File: config.mk
export PLATFORM = sky130hd
export DESIGN_NAME = debug_value_selector
export DESIGN_NICKNAME = d
export VERILOG_FILES = /design/src/rtl/debug_sel_pkg.sv /design/src/rtl/btn_debounce.sv /design/src/rtl/debug_value_selector.sv
export SDC_FILE = /design/constraint.sdc
export NUM_CORES = 1
export LEC_CHECK = 0
export ABC_AREA = 1
export ABC_CLOCK_PERIOD_IN_PS = 2120
export CORE_MARGIN = 3
export CORE_UTILIZATION = 23
export CTS_CLUSTER_DIAMETER = 100
export CTS_CLUSTER_SIZE = 40
export DETAILED_ROUTE_END_ITERATION = 10
export PLACE_DENSITY = 0.46
export SLEW_MARGIN = 5
export SYNTH_ARGS = -nofsm -noshare
export SYNTH_HDL_FRONTEND = slang
export SYNTH_SLANG_ARGS = --single-unit
File: constraint.sdc
create_clock -name clk -period 2.12 [get_ports clk]
set_input_delay 0.318 -clock clk [delete_from_list [all_inputs] [get_ports clk]]
set_output_delay 0.318 -clock clk [all_outputs]
set_load 0.05 [all_outputs]
File: src/rtl/debug_sel_pkg.sv
`default_nettype none
// ============================================================================
// Module  : debug_sel_pkg
// Purpose : Shared types and constants for the debug value selector.
//           Provides the request FSM state encoding, the register-index
//           width and the reset value of the displayed byte.
// Ports   : none (package)
// Revision: 1.0 - initial release
// ============================================================================
package debug_sel_pkg;

   // Width of every register index (selected index and debug-read index).
   localparam int C_IDX_W = 5;

   // Value shown on the display before the first successful read.
   localparam logic [7:0] C_HEX_RST = 8'h00;

   // Debug-read request state machine.
   typedef enum logic [0:0] {
      ST_IDLE = 1'b0,
      ST_REQ  = 1'b1
   } state_e;

endpackage : debug_sel_pkg
`default_nettype wire

File: src/rtl/btn_debounce.sv
`default_nettype none
// ============================================================================
// Module  : btn_debounce
// Purpose : Conditions one raw push-button. A two-flop synchronizer feeds a
//           stability counter; the accepted level flips only after the
//           synchronized level has disagreed with it for DEBOUNCE_CYCLES
//           consecutive cycles. A rising edge of the accepted level produces
//           a registered one-cycle pulse.
// Ports   : clk     - system clock
//           rst_n   - asynchronous active-low reset
//           btn_i   - raw asynchronous button level
//           pulse_o - one-cycle pulse on an accepted press
// Revision: 1.0 - initial release
// ============================================================================
module btn_debounce #(
   parameter int DEBOUNCE_CYCLES = 1000000
) (
   input  logic clk,
   input  logic rst_n,
   input  logic btn_i,
   output logic pulse_o
);

   // Guard keeps a legal one-bit counter when DEBOUNCE_CYCLES is 1.
   localparam int C_CNT_W = (DEBOUNCE_CYCLES > 1) ? $clog2(DEBOUNCE_CYCLES) : 1;
   localparam logic [C_CNT_W-1:0] C_CNT_MAX = C_CNT_W'(DEBOUNCE_CYCLES - 1);

   logic [1:0]         sync_q;
   logic               level_q;
   logic               level_d;
   logic [C_CNT_W-1:0] cnt_q;
   logic [C_CNT_W-1:0] cnt_d;
   logic               pulse_q;
   logic               pulse_d;

   // The counter only runs while the synchronized level disagrees with the
   // accepted one; any agreeing cycle restarts the stability window.
   always_comb begin
      level_d = level_q;
      cnt_d   = '0;
      pulse_d = 1'b0;
      if (sync_q[1] != level_q) begin
         if (cnt_q == C_CNT_MAX) begin
            level_d = sync_q[1];
            pulse_d = sync_q[1];
         end else begin
            cnt_d = cnt_q + 1'b1;
         end
      end
   end

   always_ff @(posedge clk or negedge rst_n) begin
      if (!rst_n) begin
         sync_q  <= 2'b00;
         level_q <= 1'b0;
         cnt_q   <= '0;
         pulse_q <= 1'b0;
      end else begin
         sync_q  <= {sync_q[0], btn_i};
         level_q <= level_d;
         cnt_q   <= cnt_d;
         pulse_q <= pulse_d;
      end
   end

   assign pulse_o = pulse_q;

endmodule : btn_debounce
`default_nettype wire

File: src/rtl/debug_value_selector.sv
`default_nettype none
// ============================================================================
// Module  : debug_value_selector
// Purpose : Lets the user step through CPU debug registers with next/prev
//           buttons, reads the selected register's low byte over a req/ack
//           debug port and holds it for a two-digit hex display. The value
//           is re-read periodically so live changes become visible.
// Ports   : clk      - system clock
//           rst_n    - asynchronous active-low reset
//           btn_next - raw button, advances the index
//           btn_prev - raw button, decrements the index
//           freeze   - raw switch, high discards read data
//           dbg_req  - debug read request (registered)
//           dbg_idx  - register index being read, stable during dbg_req
//           dbg_ack  - one-cycle read acknowledge
//           dbg_data - read data, valid with dbg_ack
//           hex      - byte to display
//           sel_idx  - currently selected index
//           timeout  - sticky abandoned-read flag, cleared by the next ack
// Revision: 1.0 - initial release
// ============================================================================
module debug_value_selector
   import debug_sel_pkg::*;
#(
   parameter int NUM_REGS        = 32,
   parameter int DEBOUNCE_CYCLES = 1000000,
   parameter int REFRESH_CYCLES  = 2500000,
   parameter int ACK_TIMEOUT     = 16
) (
   input  logic               clk,
   input  logic               rst_n,
   input  logic               btn_next,
   input  logic               btn_prev,
   input  logic               freeze,
   output logic               dbg_req,
   output logic [C_IDX_W-1:0] dbg_idx,
   input  logic               dbg_ack,
   input  logic [7:0]         dbg_data,
   output logic [7:0]         hex,
   output logic [C_IDX_W-1:0] sel_idx,
   output logic               timeout
);

   localparam logic [C_IDX_W-1:0] C_IDX_MAX = C_IDX_W'(NUM_REGS - 1);
   localparam int C_REF_W  = (REFRESH_CYCLES > 1) ? $clog2(REFRESH_CYCLES) : 1;
   localparam int C_WAIT_W = (ACK_TIMEOUT > 1) ? $clog2(ACK_TIMEOUT) : 1;
   localparam logic [C_REF_W-1:0]  C_REF_MAX  = C_REF_W'(REFRESH_CYCLES - 1);
   localparam logic [C_WAIT_W-1:0] C_WAIT_MAX = C_WAIT_W'(ACK_TIMEOUT - 1);

   logic               next_pulse;
   logic               prev_pulse;
   logic [1:0]         freeze_sync_q;

   state_e             state_q;
   state_e             state_d;
   logic [C_IDX_W-1:0] sel_idx_q;
   logic [C_IDX_W-1:0] sel_idx_d;
   logic               idx_chg;
   logic               pending_q;
   logic               pending_d;
   logic               pending_clr;
   logic [C_REF_W-1:0] ref_cnt_q;
   logic [C_REF_W-1:0] ref_cnt_d;
   logic [C_WAIT_W-1:0] wait_cnt_q;
   logic [C_WAIT_W-1:0] wait_cnt_d;
   logic [C_IDX_W-1:0] dbg_idx_q;
   logic [C_IDX_W-1:0] dbg_idx_d;
   logic               dbg_req_q;
   logic               dbg_req_d;
   logic [7:0]         hex_q;
   logic [7:0]         hex_d;
   logic               timeout_q;
   logic               timeout_d;

   btn_debounce #(
      .DEBOUNCE_CYCLES (DEBOUNCE_CYCLES)
   ) u_deb_next (
      .clk     (clk),
      .rst_n   (rst_n),
      .btn_i   (btn_next),
      .pulse_o (next_pulse)
   );

   btn_debounce #(
      .DEBOUNCE_CYCLES (DEBOUNCE_CYCLES)
   ) u_deb_prev (
      .clk     (clk),
      .rst_n   (rst_n),
      .btn_i   (btn_prev),
      .pulse_o (prev_pulse)
   );

   // Index stepping. Simultaneous next and prev cancel each other out.
   always_comb begin
      sel_idx_d = sel_idx_q;
      idx_chg   = 1'b0;
      if (next_pulse && !prev_pulse) begin
         sel_idx_d = (sel_idx_q == C_IDX_MAX) ? '0 : sel_idx_q + 1'b1;
         idx_chg   = 1'b1;
      end else if (prev_pulse && !next_pulse) begin
         sel_idx_d = (sel_idx_q == '0) ? C_IDX_MAX : sel_idx_q - 1'b1;
         idx_chg   = 1'b1;
      end
   end

   // A change in the same cycle the FSM consumes pending must survive,
   // otherwise the new index would not be fetched until the next refresh.
   assign pending_d = (pending_q & ~pending_clr) | idx_chg;

   always_comb begin
      state_d     = state_q;
      ref_cnt_d   = ref_cnt_q;
      wait_cnt_d  = wait_cnt_q;
      dbg_idx_d   = dbg_idx_q;
      dbg_req_d   = dbg_req_q;
      hex_d       = hex_q;
      timeout_d   = timeout_q;
      pending_clr = 1'b0;
      case (state_q)
         ST_IDLE: begin
            if (pending_q || (ref_cnt_q == C_REF_MAX)) begin
               dbg_idx_d   = sel_idx_q;
               pending_clr = 1'b1;
               ref_cnt_d   = '0;
               wait_cnt_d  = '0;
               dbg_req_d   = 1'b1;
               state_d     = ST_REQ;
            end else begin
               ref_cnt_d = ref_cnt_q + 1'b1;
            end
         end
         ST_REQ: begin
            // Ack wins over an expiring wait in the same cycle.
            if (dbg_ack) begin
               if (!freeze_sync_q[1]) begin
                  hex_d = dbg_data;
               end
               timeout_d  = 1'b0;
               wait_cnt_d = '0;
               dbg_req_d  = 1'b0;
               state_d    = ST_IDLE;
            end else if (wait_cnt_q == C_WAIT_MAX) begin
               timeout_d  = 1'b1;
               wait_cnt_d = '0;
               dbg_req_d  = 1'b0;
               state_d    = ST_IDLE;
            end else begin
               wait_cnt_d = wait_cnt_q + 1'b1;
            end
         end
         default: begin
            dbg_req_d = 1'b0;
            state_d   = ST_IDLE;
         end
      endcase
   end

   always_ff @(posedge clk or negedge rst_n) begin
      if (!rst_n) begin
         freeze_sync_q <= 2'b00;
         state_q       <= ST_IDLE;
         sel_idx_q     <= '0;
         pending_q     <= 1'b1;
         ref_cnt_q     <= '0;
         wait_cnt_q    <= '0;
         dbg_idx_q     <= '0;
         dbg_req_q     <= 1'b0;
         hex_q         <= C_HEX_RST;
         timeout_q     <= 1'b0;
      end else begin
         freeze_sync_q <= {freeze_sync_q[0], freeze};
         state_q       <= state_d;
         sel_idx_q     <= sel_idx_d;
         pending_q     <= pending_d;
         ref_cnt_q     <= ref_cnt_d;
         wait_cnt_q    <= wait_cnt_d;
         dbg_idx_q     <= dbg_idx_d;
         dbg_req_q     <= dbg_req_d;
         hex_q         <= hex_d;
         timeout_q     <= timeout_d;
      end
   end

   assign dbg_req = dbg_req_q;
   assign dbg_idx = dbg_idx_q;
   assign hex     = hex_q;
   assign sel_idx = sel_idx_q;
   assign timeout = timeout_q;

endmodule : debug_value_selector
`default_nettype wire

==> run_summary.xml <==
<?xml version="1.0" encoding="UTF-8"?>
<metrics>
  <group name="status">
    <metric name="run_status" unit="">finished, final reports clean</metric>
  </group>
  <group name="placement">
    <metric name="dp_hpwl" unit="mm">8.017</metric>
    <metric name="placement.io_buffers" unit="">33</metric>
    <metric name="globalplace.congestion" unit="">0.8057</metric>
  </group>
  <group name="clock_tree">
    <metric name="ctsResizeCount" unit="">0</metric>
    <metric name="numClockSinks" unit="">98</metric>
    <metric name="htree_num_levels" unit="">3</metric>
    <metric name="clock_insertion_delay_worst_skew" unit="ps">350</metric>
    <metric name="clockRootBuffer" unit="">sky130_fd_sc_hd__clkbuf_16</metric>
    <metric name="worst_setup_hold_path_clk_slew" unit="ps">70</metric>
    <metric name="tritoncts.num_buffers" unit="">9</metric>
    <metric name="clock_path_buffers" unit="">2</metric>
    <metric name="tritoncts" unit="">built</metric>
  </group>
  <group name="sta">
    <metric name="final_hold_vios" unit="">0</metric>
    <metric name="worstMarginPinSlew" unit="ps">531.7</metric>
    <metric name="rsz_0062_raised_after_global_routing" unit="">no</metric>
    <metric name="finalCritPeriodShare" unit="%">94.04</metric>
    <metric name="final.setup.tns" unit="ps">0</metric>
    <metric name="relSlewSlack" unit="%">64.44</metric>
    <metric name="max_freq" unit="GHz">0.5016</metric>
    <metric name="finClkSkew" unit="ps">9.390</metric>
    <metric name="slew_violations" unit="">0</metric>
    <metric name="fin_crit" unit="ps">1994</metric>
    <metric name="setup_violations" unit="">0</metric>
  </group>
  <group name="worst_hold_path">
    <metric name="hold_class" unit="">flip-flop to flip-flop</metric>
  </group>
  <group name="setup_path">
    <metric name="critPathSlowestCell" unit="">sky130_fd_sc_hd__clkdlybuf4s50_1</metric>
    <metric name="critPathMaxFanout" unit="">7</metric>
    <metric name="cells_traversed_along_the_worst_timing_path" unit="">clkdlybuf4s50_1</metric>
    <metric name="critical_path.startpoint_type" unit="">flip-flop</metric>
    <metric name="path_buf_inv" unit="">1</metric>
    <metric name="path_delay_family" unit="">buffers and inverters</metric>
    <metric name="endpoint_kind" unit="">output pin</metric>
    <metric name="worstSetupPathType" unit="">flip-flop to output pin</metric>
    <metric name="worst_ep_arrival_time" unit="ps">1680</metric>
    <metric name="worst_path_largest_cell_delay" unit="ps">850</metric>
    <metric name="crit_required" unit="ps">1800</metric>
  </group>
  <group name="drt">
    <metric name="viasPerCell" unit="">4.163</metric>
    <metric name="vias" unit="">3913</metric>
    <metric name="drt-pass1-iter-count" unit="">4</metric>
    <metric name="avgRoutedWirePerCell" unit="um">11.81</metric>
    <metric name="finalWirelength" unit="mm">11.10</metric>
    <metric name="detailedRoute.firstIterationViolations" unit="">228</metric>
    <metric name="remaining_drc_errors" unit="">0</metric>
    <metric name="route.antenna.remaining_nets" unit="">0</metric>
  </group>
  <group name="pwr">
    <metric name="power.static_leakage" unit="nW">2.629</metric>
    <metric name="p_per_area" unit="nW/um^2">635.4</metric>
    <metric name="maximum_ir_drop_on_the_vdd_rail" unit="V">0.0003689</metric>
  </group>
  <group name="yosys">
    <metric name="post_synthesis_cell_type_count" unit="">35</metric>
    <metric name="yosys.area.top_type_share" unit="%">48.60</metric>
    <metric name="average_cell_area_after_synthesis" unit="um^2">8.095</metric>
    <metric name="synth_largest_area_cell" unit="">sky130_fd_sc_hd__dfrtp_1</metric>
    <metric name="yosys-top-cells-area" unit="">sky130_fd_sc_hd__dfrtp_1, sky130_fd_sc_hd__nand2_1, sky130_fd_sc_hd__nor2_1, sky130_fd_sc_hd__inv_1, sky130_fd_sc_hd__nand3_1</metric>
    <metric name="postSynthNetCount" unit="">639</metric>
    <metric name="synth.yosys.seq_area_share" unit="%">49.12</metric>
    <metric name="synthesis.area" unit="um^2">4995</metric>
    <metric name="synth-seq-cells" unit="">98</metric>
    <metric name="ys.warnings.count" unit="">0</metric>
    <metric name="postSynthCellCount" unit="">617</metric>
  </group>
  <group name="die">
    <metric name="floorplan.initialDensity" unit="%">23.61</metric>
    <metric name="die_x" unit="um">153.4</metric>
    <metric name="die_h" unit="um">153.4</metric>
    <metric name="pin_count" unit="">34</metric>
    <metric name="placementRows" unit="">53</metric>
    <metric name="core" unit="um^2">21150</metric>
    <metric name="die_area" unit="um^2">23520</metric>
  </group>
  <group name="global_routing">
    <metric name="largest_net_degree_at_the_start_of_global_routing" unit="">42</metric>
    <metric name="groute.usage.overall" unit="%">9.832</metric>
    <metric name="gr-total-overflow" unit="">0</metric>
    <metric name="first_global_vias" unit="">3871</metric>
    <metric name="initial_antenna_violation_count" unit="">0</metric>
    <metric name="grt_pass1_wl" unit="mm">18.98</metric>
  </group>
  <group name="finish">
    <metric name="final_util" unit="%">28.37</metric>
    <metric name="number_of_inserted_diodes" unit="">0</metric>
    <metric name="fillCellCount" unit="">2235</metric>
    <metric name="area.growth.synth_to_final" unit="%">20.14</metric>
    <metric name="finalNetCount" unit="">682</metric>
    <metric name="drive_gt1_share" unit="%">7.820</metric>
  </group>
  <group name="job">
    <metric name="maxCapViolations" unit="">0</metric>
  </group>
</metrics>
## per-stage QoR
stage | setup slack, ps | instances | power [mW] | cell area [um^2] | hold WS [ps]
2_1_floorplan | 408.8 | 617 | 2.009 | 4995 | 22.41
3_3_place_gp | 380.9 | 923 | 2.114 | 5674 | 315.9
3_5_place_dp | 356.6 | 923 | 2.114 | 5674 | 320.6
4_1_cts | 73.10 | 940 | 3.914 | 6001 | 352.8
5_1_grt | 62.83 | 940 | 3.994 | 6001 | 363.3
6_report | 126.4 | 940 | 3.813 | 6001 | 350.3
## power by group
part | leakage (nW) | switching, mW | internal, mW
sequential | 1.33 | 0.0135 | 1.89
clock | 0.152 | 0.726 | 1.02
combinational | 1.15 | 0.104 | 0.0617
## layout by cell type (no fill, tap or decap), types with 2 or more instances in the layout
cell	count
sky130_fd_sc_hd__nor3_2	2
sky130_fd_sc_hd__nand3_1	43
sky130_fd_sc_hd__nor2_2	5
sky130_fd_sc_hd__buf_4	2
sky130_fd_sc_hd__buf_12	2
sky130_fd_sc_hd__nor2_4	2
sky130_fd_sc_hd__xnor2_1	10
sky130_fd_sc_hd__clkbuf_16	9
sky130_fd_sc_hd__nor2_1	129
sky130_fd_sc_hd__a21oi_1	15
sky130_fd_sc_hd__dfrtp_1	97
sky130_fd_sc_hd__nand2_4	2
sky130_fd_sc_hd__clkdlybuf4s50_1	31
sky130_fd_sc_hd__nand3_2	3
sky130_fd_sc_hd__xor2_1	21
sky130_fd_sc_hd__nand4_1	20
sky130_fd_sc_hd__nand2_1	138
sky130_fd_sc_hd__clkbuf_8	3
sky130_fd_sc_hd__ha_1	8
sky130_fd_sc_hd__o21ai_0	12
sky130_fd_sc_hd__nor3_1	17
sky130_fd_sc_hd__or2_2	2
sky130_fd_sc_hd__inv_1	63
sky130_fd_sc_hd__nand2_2	4
sky130_fd_sc_hd__mux2_2	8
## kinds of logic after synthesis
kind of cell               Yosys count  share of synthesized area (%)
and+or+nand+nor                    371                          32.72
DFF                                 98                          49.12
buffers and inverters               69                          5.511
AOI/OAI and AO/OA                   32                          3.407
xor gates and xnor gates            31                          5.436
muxes                                8                          1.804
adders and majority gates            8                          2.004
## metal layers
layer | vias to the layer above | wire [um] | global-route usage (%)
met5 | - | 0 | 0
met4 | 0 | 107 | 2.565
met3 | 9 | 394 | 2.860
met2 | 48 | 4990 | 15.57
met1 | 1810 | 5608 | 13.24
li1 | 2046 | - | -
## final cells by class
| cell class | instances | area (um^2) | share of cell area, % |
|---|---|---|---|
| multi-input combinational | 450 | 2266 | 37.76 |
| clock inverter | 3 | 46.29 | 0.7715 |
| sequential | 98 | 2454 | 40.89 |
| clock buffer | 13 | 270.3 | 4.504 |
| tap | 275 | 344.1 | 5.734 |
| timing repair buffer | 36 | 375.4 | 6.255 |
| inverter | 65 | 245.2 | 4.087 |
## worst paths after layout
path / startpoint / endpoint / slack, ps / cells past startpoint
hold / removal: freeze_sync_q[0]$_DFF_PN0_ / freeze_sync_q[1]$_DFF_PN0_ / 350 / 0
max in group asynchronous: rst_n / pending_q$_DFF_PN1_ / 1020 / 3
setup / recovery: sel_idx[0]$_DFFE_PN0P_ / sel_idx[0] / 130 / 1
setup reg to reg: ref_cnt_q[0]$_DFFE_PN0N_ / ref_cnt_q[8]$_DFFE_PN0N_ / 440 / 8
hold reg to reg: freeze_sync_q[0]$_DFF_PN0_ / freeze_sync_q[1]$_DFF_PN0_ / 350 / 0
min in group asynchronous: rst_n / ref_cnt_q[12]$_DFFE_PN0N_ / 480 / 2
## flip-flops by register name, indices dropped and copies added, names as in the netlist, 2 cells and up
name               cells
dbg_idx                5
ref_cnt_q             22
u_deb_prev.sync_q      2
u_deb_prev.cnt_q      20
u_deb_next.cnt_q      20
sel_idx                5
hex                    8
u_deb_next.sync_q      2
freeze_sync_q          2
wait_cnt_q             4
## Yosys cell counts, drive strengths merged
| cell | number |
|---|---|
| nor3b | 2 |
| xnor2 | 10 |
| dfrtp | 97 |
| a22oi | 1 |
| mux2 | 8 |
| ha | 8 |
| o21ai | 12 |
| nand4 | 20 |
| a31oi | 1 |
| clkinv | 1 |
| o22ai | 1 |
| o21a | 1 |
| or2 | 3 |
| inv | 64 |
| clkbuf | 1 |
| xor2 | 21 |
| buf | 3 |
| a21oi | 15 |
| nor2 | 136 |
| nand2 | 144 |
| dfstp | 1 |
| nor3 | 20 |
| a21o | 1 |
| nand3 | 46 |
## what timing repair did
item,in CTS,in global routing
hold buffers,1,0
setup buffers,0,0
hold endpoints to repair,31,0
Power figures use the tool's default switching activity.
